===== config.mk =====
export PLATFORM = sky130hd
export DESIGN_NAME = vga_timing_monitor
export DESIGN_NICKNAME = d
export VERILOG_FILES = /design/src/rtl/vga_timing_monitor.sv
export SDC_FILE = /design/constraint.sdc
export NUM_CORES = 1
export LEC_CHECK = 0
export BUFFER_PORTS_ARGS = -buffer_cell sky130_fd_sc_hd__buf_2
export CAP_MARGIN = 20
export CORE_UTILIZATION = 56
export CTS_BUF_LIST = sky130_fd_sc_hd__clkbuf_4 sky130_fd_sc_hd__clkbuf_8
export DETAILED_ROUTE_END_ITERATION = 10
export MAX_ROUTING_LAYER = met4
export PLACE_DENSITY_LB_ADDON = 0.12
export SLEW_MARGIN = 20
export SYNTH_ARGS = -nofsm -noshare
export SYNTH_HDL_FRONTEND = slang
export SYNTH_SLANG_ARGS = --single-unit

===== constraint.sdc =====
create_clock -name clk -period 4.8 [get_ports clk]
set_clock_uncertainty 0.1 [all_clocks]
set_input_delay 0.24 -clock clk [delete_from_list [all_inputs] [get_ports clk]]
set_output_delay 0.24 -clock clk [all_outputs]
set_load 0.02 [all_outputs]

===== src/rtl/vga_timing_monitor.sv =====
// vga_timing_monitor
//   Receive side of a VGA link. Rebuilds the pixel column/line counters
//   from the hSync/vSync pins alone. Checks line and frame periods against
//   the configured timing, declares lock after LOCK_FRAMES clean frames,
//   and counts completed frames and timing errors.
//
//   Optional build macro: VGA_FRAME_CRC_EN adds frame_crc, a CRC-16-CCITT
//   over every pixel delivered in a locked frame.
//
// Ports
//   clk          system clock; one pixel lasts CLK_DIV clocks
//   rst          synchronous active-high reset
//   hSync        horizontal sync, active low
//   vSync        vertical sync, active low
//   rgb[11:0]    pixel colour {R,G,B}
//   hCount[9:0]  recovered pixel column (saturates at 1023)
//   vCount[9:0]  recovered line (saturates at 1023)
//   bright       recovered active-video flag
//   pixel_valid  one-clk strobe on the first clock of each active pixel
//                while locked
//   pixel_rgb    rgb captured on the pixel_valid clock
//   locked       timing lock
//   frame_count  frames completed while locked, wraps
//   err_count    timing error events, saturates at 255
//   frame_crc    (VGA_FRAME_CRC_EN only) CRC of the last locked frame
//   dbg_state    FSM state: 0 SEARCH, 1 TRACK, 2 LOCKED
//
// Handshake: pixel_valid/pixel_rgb is a valid-only strobe with no ready.
// The consumer must take pixel_rgb in the cycle pixel_valid is high;
// pixel_rgb holds its value until the next strobe.
module vga_timing_monitor #(
  parameter int CLK_DIV     = 4,
  parameter int H_TOTAL     = 800,
  parameter int H_SYNC      = 96,
  parameter int H_ACT_START = 144,
  parameter int H_ACTIVE    = 640,
  parameter int V_TOTAL     = 525,
  parameter int V_ACT_START = 35,
  parameter int V_ACTIVE    = 480,
  parameter int LOCK_FRAMES = 2
) (
  input  logic        clk,
  input  logic        rst,
  input  logic        hSync,
  input  logic        vSync,
  input  logic [11:0] rgb,
  output logic [9:0]  hCount,
  output logic [9:0]  vCount,
  output logic        bright,
  output logic        pixel_valid,
  output logic [11:0] pixel_rgb,
  output logic        locked,
  output logic [15:0] frame_count,
  output logic [7:0]  err_count,
`ifdef VGA_FRAME_CRC_EN
  output logic [15:0] frame_crc,
`endif
  output logic [1:0]  dbg_state
);

  localparam int DIV_W = (CLK_DIV > 1) ? $clog2(CLK_DIV) : 1;

  localparam logic [DIV_W-1:0] DIV_LAST = DIV_W'(CLK_DIV - 1);
  localparam logic [9:0] CNT_MAX  = 10'd1023;
  localparam logic [9:0] H_LAST   = 10'(H_TOTAL - 1);
  localparam logic [9:0] H_SYNC_N = 10'(H_SYNC);
  localparam logic [9:0] H_MISS   = 10'(H_TOTAL + 8);
  localparam logic [9:0] H_ACT_LO = 10'(H_ACT_START);
  localparam logic [9:0] H_ACT_HI = 10'(H_ACT_START + H_ACTIVE);
  localparam logic [9:0] V_LAST   = 10'(V_TOTAL - 1);
  localparam logic [9:0] V_ACT_LO = 10'(V_ACT_START);
  localparam logic [9:0] V_ACT_HI = 10'(V_ACT_START + V_ACTIVE);
  localparam logic [7:0] LOCK_N   = 8'(LOCK_FRAMES);

  typedef enum logic [1:0] {
    ST_SEARCH = 2'd0,
    ST_TRACK  = 2'd1,
    ST_LOCKED = 2'd2
  } state_t;

  state_t           state_q, state_d;
  logic             hs_q, hs_d, vs_q, vs_d;
  logic [DIV_W-1:0] div_q, div_d;
  logic [9:0]       hcount_q, hcount_d;
  logic [9:0]       vcount_q, vcount_d;
  logic             bright_q, bright_d;
  logic             pixel_valid_q, pixel_valid_d;
  logic [11:0]      pixel_rgb_q, pixel_rgb_d;
  logic             locked_q, locked_d;
  logic [15:0]      frame_count_q, frame_count_d;
  logic [7:0]       err_count_q, err_count_d;
  logic [7:0]       good_q, good_d;

  logic hfall, vfall, hrise, div_last;
  logic err_line, err_sync, err_miss, err_frame, err_valign, err_any;

  always_comb begin
    hs_d  = hSync;
    vs_d  = vSync;
    hfall = hs_q & ~hSync;
    vfall = vs_q & ~vSync;
    hrise = ~hs_q & hSync;
    div_last = (div_q == DIV_LAST);

    // Horizontal: every hSync fall re-phases the pixel divider to the line.
    if (hfall) begin
      hcount_d = '0;
      div_d    = '0;
    end else begin
      div_d    = div_last ? '0 : div_q + DIV_W'(1);
      hcount_d = (div_last && (hcount_q != CNT_MAX)) ? hcount_q + 10'd1 : hcount_q;
    end

    // Vertical: lines are counted on hSync falls only.
    vcount_d = vcount_q;
    if (hfall && vfall) begin
      vcount_d = '0;
    end else if (hfall && (vcount_q != CNT_MAX)) begin
      vcount_d = vcount_q + 10'd1;
    end

    bright_d = (hcount_d >= H_ACT_LO) && (hcount_d < H_ACT_HI) &&
               (vcount_d >= V_ACT_LO) && (vcount_d < V_ACT_HI);

    // Error sources. The sync-width check looks at the count that the
    // rising sample produces: on a correct line that sample is the first
    // clock of pixel H_SYNC.
    err_line   = hfall && ((hcount_q != H_LAST) || !div_last);
    err_sync   = hrise && (hcount_d != H_SYNC_N);
    err_miss   = (hcount_d == H_MISS) && (hcount_q != H_MISS);
    err_frame  = vfall && (vcount_q != V_LAST);
    err_valign = vfall && !hfall;
    err_any    = err_line | err_sync | err_miss | err_frame | err_valign;

    // Lock FSM; errors are only meaningful once a frame start was seen.
    state_d       = state_q;
    good_d        = good_q;
    locked_d      = locked_q;
    frame_count_d = frame_count_q;
    case (state_q)
      ST_SEARCH: begin
        locked_d = 1'b0;
        if (hfall && vfall) begin
          state_d = ST_TRACK;
          good_d  = '0;
        end
      end
      ST_TRACK: begin
        if (err_any) begin
          state_d = ST_SEARCH;
        end else if (vfall) begin
          good_d = good_q + 8'd1;
          if ((good_q + 8'd1) == LOCK_N) begin
            state_d  = ST_LOCKED;
            locked_d = 1'b1;
          end
        end
      end
      ST_LOCKED: begin
        if (err_any) begin
          state_d  = ST_SEARCH;
          locked_d = 1'b0;
        end else if (vfall) begin
          frame_count_d = frame_count_q + 16'd1;
        end
      end
      default: begin
        state_d  = ST_SEARCH;
        locked_d = 1'b0;
      end
    endcase

    err_count_d = err_count_q;
    if ((state_q != ST_SEARCH) && err_any && (err_count_q != 8'hFF)) begin
      err_count_d = err_count_q + 8'd1;
    end

    // Gate with the next lock value so a strobe never accompanies locked=0.
    pixel_valid_d = locked_d && bright_d && (div_d == '0);
    pixel_rgb_d   = pixel_valid_d ? rgb : pixel_rgb_q;
  end

  always_ff @(posedge clk) begin
    if (rst) begin
      state_q       <= ST_SEARCH;
      hs_q          <= 1'b1;
      vs_q          <= 1'b1;
      div_q         <= '0;
      hcount_q      <= '0;
      vcount_q      <= '0;
      bright_q      <= 1'b0;
      pixel_valid_q <= 1'b0;
      pixel_rgb_q   <= '0;
      locked_q      <= 1'b0;
      frame_count_q <= '0;
      err_count_q   <= '0;
      good_q        <= '0;
    end else begin
      state_q       <= state_d;
      hs_q          <= hs_d;
      vs_q          <= vs_d;
      div_q         <= div_d;
      hcount_q      <= hcount_d;
      vcount_q      <= vcount_d;
      bright_q      <= bright_d;
      pixel_valid_q <= pixel_valid_d;
      pixel_rgb_q   <= pixel_rgb_d;
      locked_q      <= locked_d;
      frame_count_q <= frame_count_d;
      err_count_q   <= err_count_d;
      good_q        <= good_d;
    end
  end

  assign hCount      = hcount_q;
  assign vCount      = vcount_q;
  assign bright      = bright_q;
  assign pixel_valid = pixel_valid_q;
  assign pixel_rgb   = pixel_rgb_q;
  assign locked      = locked_q;
  assign frame_count = frame_count_q;
  assign err_count   = err_count_q;
  assign dbg_state   = state_q;

`ifdef VGA_FRAME_CRC_EN
  // CRC-16-CCITT, MSB first, one 16-bit word per step.
  function automatic logic [15:0] crc16_step(input logic [15:0] crc_in,
                                             input logic [15:0] data);
    logic [15:0] c;
    logic        fb;
    c = crc_in;
    for (int i = 15; i >= 0; i--) begin
      fb = c[15] ^ data[i];
      c  = {c[14:0], 1'b0};
      if (fb) c = c ^ 16'h1021;
    end
    return c;
  endfunction

  logic [15:0] crc_q, crc_d, frame_crc_q, frame_crc_d;

  always_comb begin
    crc_d       = crc_q;
    frame_crc_d = frame_crc_q;
    // Outside lock the running CRC stays at its seed so the first locked
    // frame after (re)lock starts clean.
    if (state_q != ST_LOCKED) begin
      crc_d = 16'hFFFF;
    end else if (vfall) begin
      frame_crc_d = crc_q;
      crc_d       = 16'hFFFF;
    end else if (pixel_valid_q) begin
      crc_d = crc16_step(crc_q, {4'b0000, pixel_rgb_q});
    end
  end

  always_ff @(posedge clk) begin
    if (rst) begin
      crc_q       <= 16'hFFFF;
      frame_crc_q <= '0;
    end else begin
      crc_q       <= crc_d;
      frame_crc_q <= frame_crc_d;
    end
  end

  assign frame_crc = frame_crc_q;
`endif

endmodule


==> metrics.txt, run 1 <==
Die Area around 8000 sq um; synth unique cells 63; drt wl/cell between 10 and 15 microns; CTS H-Tree Depth 3; # hold bufs at CTS 0; FF+latch area approximately 1500 sq um; CP Capture Type register; first-pass GRT wire length around 16 mm; Final Core Density about 66%; asr flop ratio synth 0%; kind of start point of the critical path register; Synth Instances a little over 500; largest net degree at the start of global routing 75; top post-synthesis cells by area dfxtp_1 (34%), nand2b_1 (5.3%), nor2_1 (4.5%), xnor2_1 (4.1%), mux2i_1 (4.0%); Max-cap violations 0; Setup-failing EPs final 0; Post-Synth Adder-Cell Area 3.51%; worst-margin pin slew approximately 900 ps; main combinational cell family by area after synthesis simple AND/OR/NAND/NOR gates; Post-CTS Setup Repair Bufs 0; Rows 31; CP Class reg2reg; Synth-to-Final Area Change 13.9%; initial antenna violation count 0; Residual DRC 0; mux share of post-synthesis cell area under 10%; CTS sink cnt 73; Routed Antenna Nets 0; initial core utilization between 50% and 60%; Inserted Diodes 0; Period minus WS final approximately 3900 ps; Final Net Count just under 600; Via Count between 3000 and 4000; CP max FO 14; slowest CP cell dfxtp_1; Top FF cell, synth dfxtp_1; worst reg2reg endpoint pixel_rgb[3]$_SDFFE_PP0P_; grt total ovfl 0; maximum VDD drop 0.168 mV; number of global-route vias before repair 3537; die width ~89 microns; Data required, critical path 4980 ps; max_slew headroom slightly below 40%; share of the synthesized area in the top cell type between 30% and 40%; Top delay family on crit path compound AO/OA/AOI/OAI gates; Synth area leader dfxtp_1; non-filler cells, final 671; HP Class in2reg; CP bufs+invs 1; fin crit share between 80% and 90%; cell total after placement ~660; CP endpoint pixel_rgb[3]$_SDFFE_PP0P_; compound-gate portion of the synthesized area between 15 and 20%; Fmax achieved roughly 260 MHz; # port buffers 76; DRT iter0 DRCs 212; Synth Area in Simple Gates a little under a third; routability cong. around 0.9; Worst-path clk slew ~80 ps; drt pass-1 iters 5; Largest stage delay, worst path around 460 ps; R2R Setup Slk 940 ps; Post-Route WL between 9 and 10 mm; CP Depth 10; static leakage between 1.5 and 2 nW; Max clock buf depth 2; post-CTS resize count 0; Die H just under 90 microns; number of buffers created by CTS 9; Post-Synth XOR/XNOR Area ~6.1%; Worst R2R Start hCount[0]$_SDFF_PP0_; final hold vios 0; GRT Overall Usage about a quarter; Synth Net Count about 540; hold slack ~14 ps; Post-Syn Area per Cell between 8 and 9 sq um; status completed; worst r2r path cells 10; max-slew violations 0; DR vias/cell about 5.8; Post-Syn Area roughly 4300 sq um; Pwr Density between 200 and 300 nW/um^2; proportion of synthesized chip area in sequential cells about 34%; CTS tree built; Setup TNS 0 ps; clk_lat worst skew ~350 ps; beginning of the critical path hCount[0]$_SDFF_PP0_; area of the multi-input gates ~2600 sq um; Post-DP HPWL roughly 6.9 mm; Seq cells post-synth 73; CP cell instances ha_1 -> nand3_4 -> o31ai_4 -> mux2_2 -> a2111oi_4 -> a311o_2 -> a32oi_2 -> nor4_4 -> buf_4 -> mux2i_1; CP arrival between 4000 and 5000 ps; layout cell share with drive strength beyond 1 about a fifth; RSZ-0062 raised after global routing false; Filler cells 627; Synth Warn # 0; CTS root buffer clkbuf_8; IO Pins 77; Post-synth EDFFs 0; core area about 7300 sq um
## state kept, by name, indices dropped and copies added (netlist names), 2 cells and up
name	cells
div_q	2
err_count	8
vCount	10
good_q	8
dbg_state	2
frame_count	16
hCount	10
pixel_rgb	12
## per-layer routing
metal	routed length (microns)	track usage, %	share of wire, %	up-vias
li1	-	-	-	1949
met1	4620	32.7	47	1851
met2	4730	42.3	48	100
met3	361	4.16	3.7	15
met4	141	9.52	1.4	0
met5	0	-	0	-
## worst min path at each step
stage / start / to / slack, ps / cells after the start
after global placement: div_q[0]$_SDFF_PP0_ / div_q[0]$_SDFF_PP0_ / 340 / 1
after CTS: vSync / vs_q$_SDFF_PP1_ / 6 / 2
final: vSync / vs_q$_SDFF_PP1_ / 10 / 2
after detailed placement: div_q[0]$_SDFF_PP0_ / div_q[0]$_SDFF_PP0_ / 350 / 1
after floorplan: hSync / hs_q$_SDFF_PP1_ / 250 / 1
after global routing: vSync / vs_q$_SDFF_PP1_ / 10 / 2
## power by group
part           switching (mW)  leakage (nW)  total [mW]  internal (mW)
clock                   0.239         0.106       0.539          0.300
combinational           0.100          1.17       0.155         0.0546
sequential             0.0117         0.589       0.627          0.615
total                   0.351          1.86        1.32          0.970
## through the flow
step                cell area (sq um)  power [mW]  worst slack [ps]
floorplan                        4270       0.753              1340
finish                           4860        1.32               941
global route                     4860        1.37               688
global placement                 4640       0.790              1160
CTS                              4860        1.33               970
detailed placement               4640       0.794              1000
## logic make-up after synthesis
kind of cell               count (synthesis)
AOI/OAI and AO/OA                         88
and+or+nand+nor                          241
adders and majority gates                 12
DFF                                       73
buffers and inverters                     48
muxes                                     19
xor gates and xnor gates                  30
## Yosys cell counts (12+ instances only)
cell type / instances
a21oi_1: 26
and3_1: 13
clkbuf_1: 22
dfxtp_1: 73
ha_1: 12
inv_1: 15
mux2i_1: 17
nand2_1: 31
nand2b_1: 36
nand3_1: 22
nand4_1: 16
nor2_1: 51
or3_1: 12
xnor2_1: 20
## final cells by class
class / count / share of cell area, %
sequential: 73 / 30.0
clock buffer: 10 / 2.70
clock inverter: 6 / 1.90
tap: 99 / 2.55
timing repair buffer: 78 / 8.13
inverter: 15 / 1.16
multi-input combinational: 390 / 53.5
## cells in the final DEF, fill, tap and decap left out, types with 5 or more instances in the layout
cell type,netlist,layout
nand4_1,16,16
a21oi_1,26,26
xnor2_1,20,20
nand2b_1,36,36
nor4_1,5,5
or2_2,5,5
and2_1,11,11
xor2_1,10,10
o21ai_0,11,11
and4_1,6,6
nor2_1,51,51
and3_1,13,13
nor2b_1,9,9
clkbuf_8,0,9
dfxtp_1,73,73
ha_1,12,12
inv_1,15,15
nor3_1,10,10
buf_2,7,76
mux2i_1,17,17
nand2_1,31,31
nand3_1,22,22
or3_1,12,12
Power figures use the tool's default switching activity.
==> run 2: changes to the inputs <==
--- a/config.mk
+++ b/config.mk
@@ -7,7 +7,7 @@
 export LEC_CHECK = 0
 export BUFFER_PORTS_ARGS = -buffer_cell sky130_fd_sc_hd__buf_2
 export CAP_MARGIN = 20
-export CORE_UTILIZATION = 56
+export CORE_UTILIZATION = 52
 export CTS_BUF_LIST = sky130_fd_sc_hd__clkbuf_4 sky130_fd_sc_hd__clkbuf_8
 export DETAILED_ROUTE_END_ITERATION = 10
 export MAX_ROUTING_LAYER = met4
==> constraint.sdc (replaced) <==
create_clock -name clk -period 3.4 [get_ports clk]
set_clock_uncertainty 0.1 [all_clocks]
set_input_delay 0.17 -clock clk [delete_from_list [all_inputs] [get_ports clk]]
set_output_delay 0.17 -clock clk [all_outputs]
set_load 0.02 [all_outputs]
==> run 2 against run 1 <==
  * Count of clock-buffer cells in the layout is the same
  * Clock power rose by 54%
  * Sequential share of layout area is 1.9 points lower
  * Hold slack worse by 9.4 ps
  * Final area increased by 7.1%
  * Global-route usage shrank 0.93 points
  * Sequential cell count did not move
  * Worst setup slack lost 800 ps
  * Critical path depth unchanged
  * Utilization barely moved
==> metrics.txt, run 2 (synthesis results as in run 1) <==
routability cong. 0.954; HP Class in2reg; R2R Setup Slk between 100 and 150 ps; worst-margin pin slew ~780 ps; initial antenna violation count 0; Fmax achieved between 300 and 400 MHz; most frequent cells in the layout buf_2 (76), dfxtp_1 (71), nor2_1 (51); final hold vios 0; CP max FO 8; Via Count approximately 4000; Data required, critical path about 3600 ps; number of buffers created by CTS 9; Place WS around 19 ps; Post-DP HPWL between 7 and 8 mm; CTS root buffer clkbuf_8; CP Capture Type register; max-slew violations 0; core area 7850 sq um; CTS tree built; CTS H-Tree Depth 3; GRT Overall Usage around a quarter; status completed; IO Pins 77; clk_lat worst skew ~340 ps; first-pass GRT wire length ~17 mm; Die H between 90 and 100 microns; fin crit share a little over nine tenths; Worst R2R Start hCount[0]$_SDFF_PP0_; Die Area about 8600 sq um; most common cell after layout, fill and taps aside buf_2; Final Core Density 66.4%; maximum VDD drop ~0.24 mV; Final Net Count around 630; Post-Route WL 10.3 mm; CP arrival approximately 3400 ps; worst r2r path cells 10; Rows 32; initial core utilization between 50% and 60%; layout cell share with drive strength beyond 1 22.6%; Worst-path clk slew around 80 ps; Setup-failing EPs final 0; Synth-to-Final Area Change 21.9%; kind of start point of the critical path register; Routed Antenna Nets 0; Residual DRC 0; # port buffers 76; Period minus WS final 3260 ps; CP Class reg2reg; max_slew headroom between 40% and 50%; CTS sink cnt between 70 and 80; drt wl/cell 14.5 microns; Max-cap violations 0; grt total ovfl 0; setup ws final between 100 and 150 ps; largest net degree at the start of global routing 44; CP endpoint err_count[4]$_SDFFE_PP0P_; DRT iter0 DRCs about 160; hold slack roughly 4.7 ps; Filler cells between 600 and 700; number of global-route vias before repair approximately 3700; DR vias/cell 5.63; static leakage approximately 2.0 nW; non-filler cells, final between 700 and 800; beginning of the critical path hCount[0]$_SDFF_PP0_; Final Power 1.96 mW; Pwr Density approximately 380 nW/um^2; Max clock buf depth 2; drt pass-1 iters 4; max reg flops 16; worst reg2reg endpoint err_count[4]$_SDFFE_PP0P_; cell total after placement 674; die width just over 90 microns
-- run 2: cell types whose count changed in the layout (fill, tap and decap cells not counted), moves of 2 or more --
cell,previous run,this run
buf_4,2,23
dlygate4sd3_1,0,12
clkinvlp_4,2,0
dfxtp_1,73,71
dfxtp_2,0,2
ha_1,12,10
ha_2,0,2
-- run 2: area by class of cell --
cell class / count / area (sq um) / share of cell area (%)
multi-input cells: 390 / 2630 / 50.4
flip-flops and latches: 73 / 1460 / 28.1
repair buffers: 112 / 693 / 13.3
clock buffers: 10 / 138 / 2.64
well taps: 102 / 128 / 2.45
clock inverters: 5 / 104 / 1.99
inverters: 15 / 56.3 / 1.08
diodes: 1 / 2.50 / 0.0480
-- run 2: how the worst min path moves through the flow --
stage,startpoint,to,cells after the start
2_1_floorplan,hSync,hs_q$_SDFF_PP1_,1
3_3_place_gp,vSync,vs_q$_SDFF_PP1_,2
3_5_place_dp,vSync,vs_q$_SDFF_PP1_,2
4_1_cts,rgb[11],pixel_rgb[11]$_SDFFE_PP0P_,3
5_1_grt,rgb[1],pixel_rgb[1]$_SDFFE_PP0P_,3
6_report,rgb[1],pixel_rgb[1]$_SDFFE_PP0P_,3
-- run 2: power by group --
part | internal [mW] | switching, mW
combinational | 0.0960 | 0.145
clock | 0.504 | 0.328
sequential | 0.869 | 0.0148
-- run 2: per-layer routing --
metal,GRT usage (%),routed length (microns)
met5,-,0
met1,32.8,4810
met2,39.9,4940
met4,9.23,114
met3,3.20,419
-- run 2: worst max-delay path, cell delays in order, from the launching register on --
cell      delay, ps
dfxtp_2         360
ha_2            240
and4_1          270
and2_1          210
o211ai_1        480
nor2_1          100
a311o_2         440
buf_4           180
a21oi_1         200
or4b_1          450
a21oi_1         140
-- run 2: stage by stage --
step,instance area [sq um],TNS [ps]
final,5210,0
after global placement,4780,0
after detailed placement,4780,0
after floorplan,4280,0
after CTS,5160,0
after global routing,5210,-0.182
-- run 2: what timing repair did --
item | in CTS | in global routing
endpoints found under the hold margin | 12 | 0
pin swaps | 1 | 5
gates resized for setup | 0 | 3
hold buffers | 12 | 0
setup endpoints to repair | 6 | 27
buffers inserted | 2 | 4
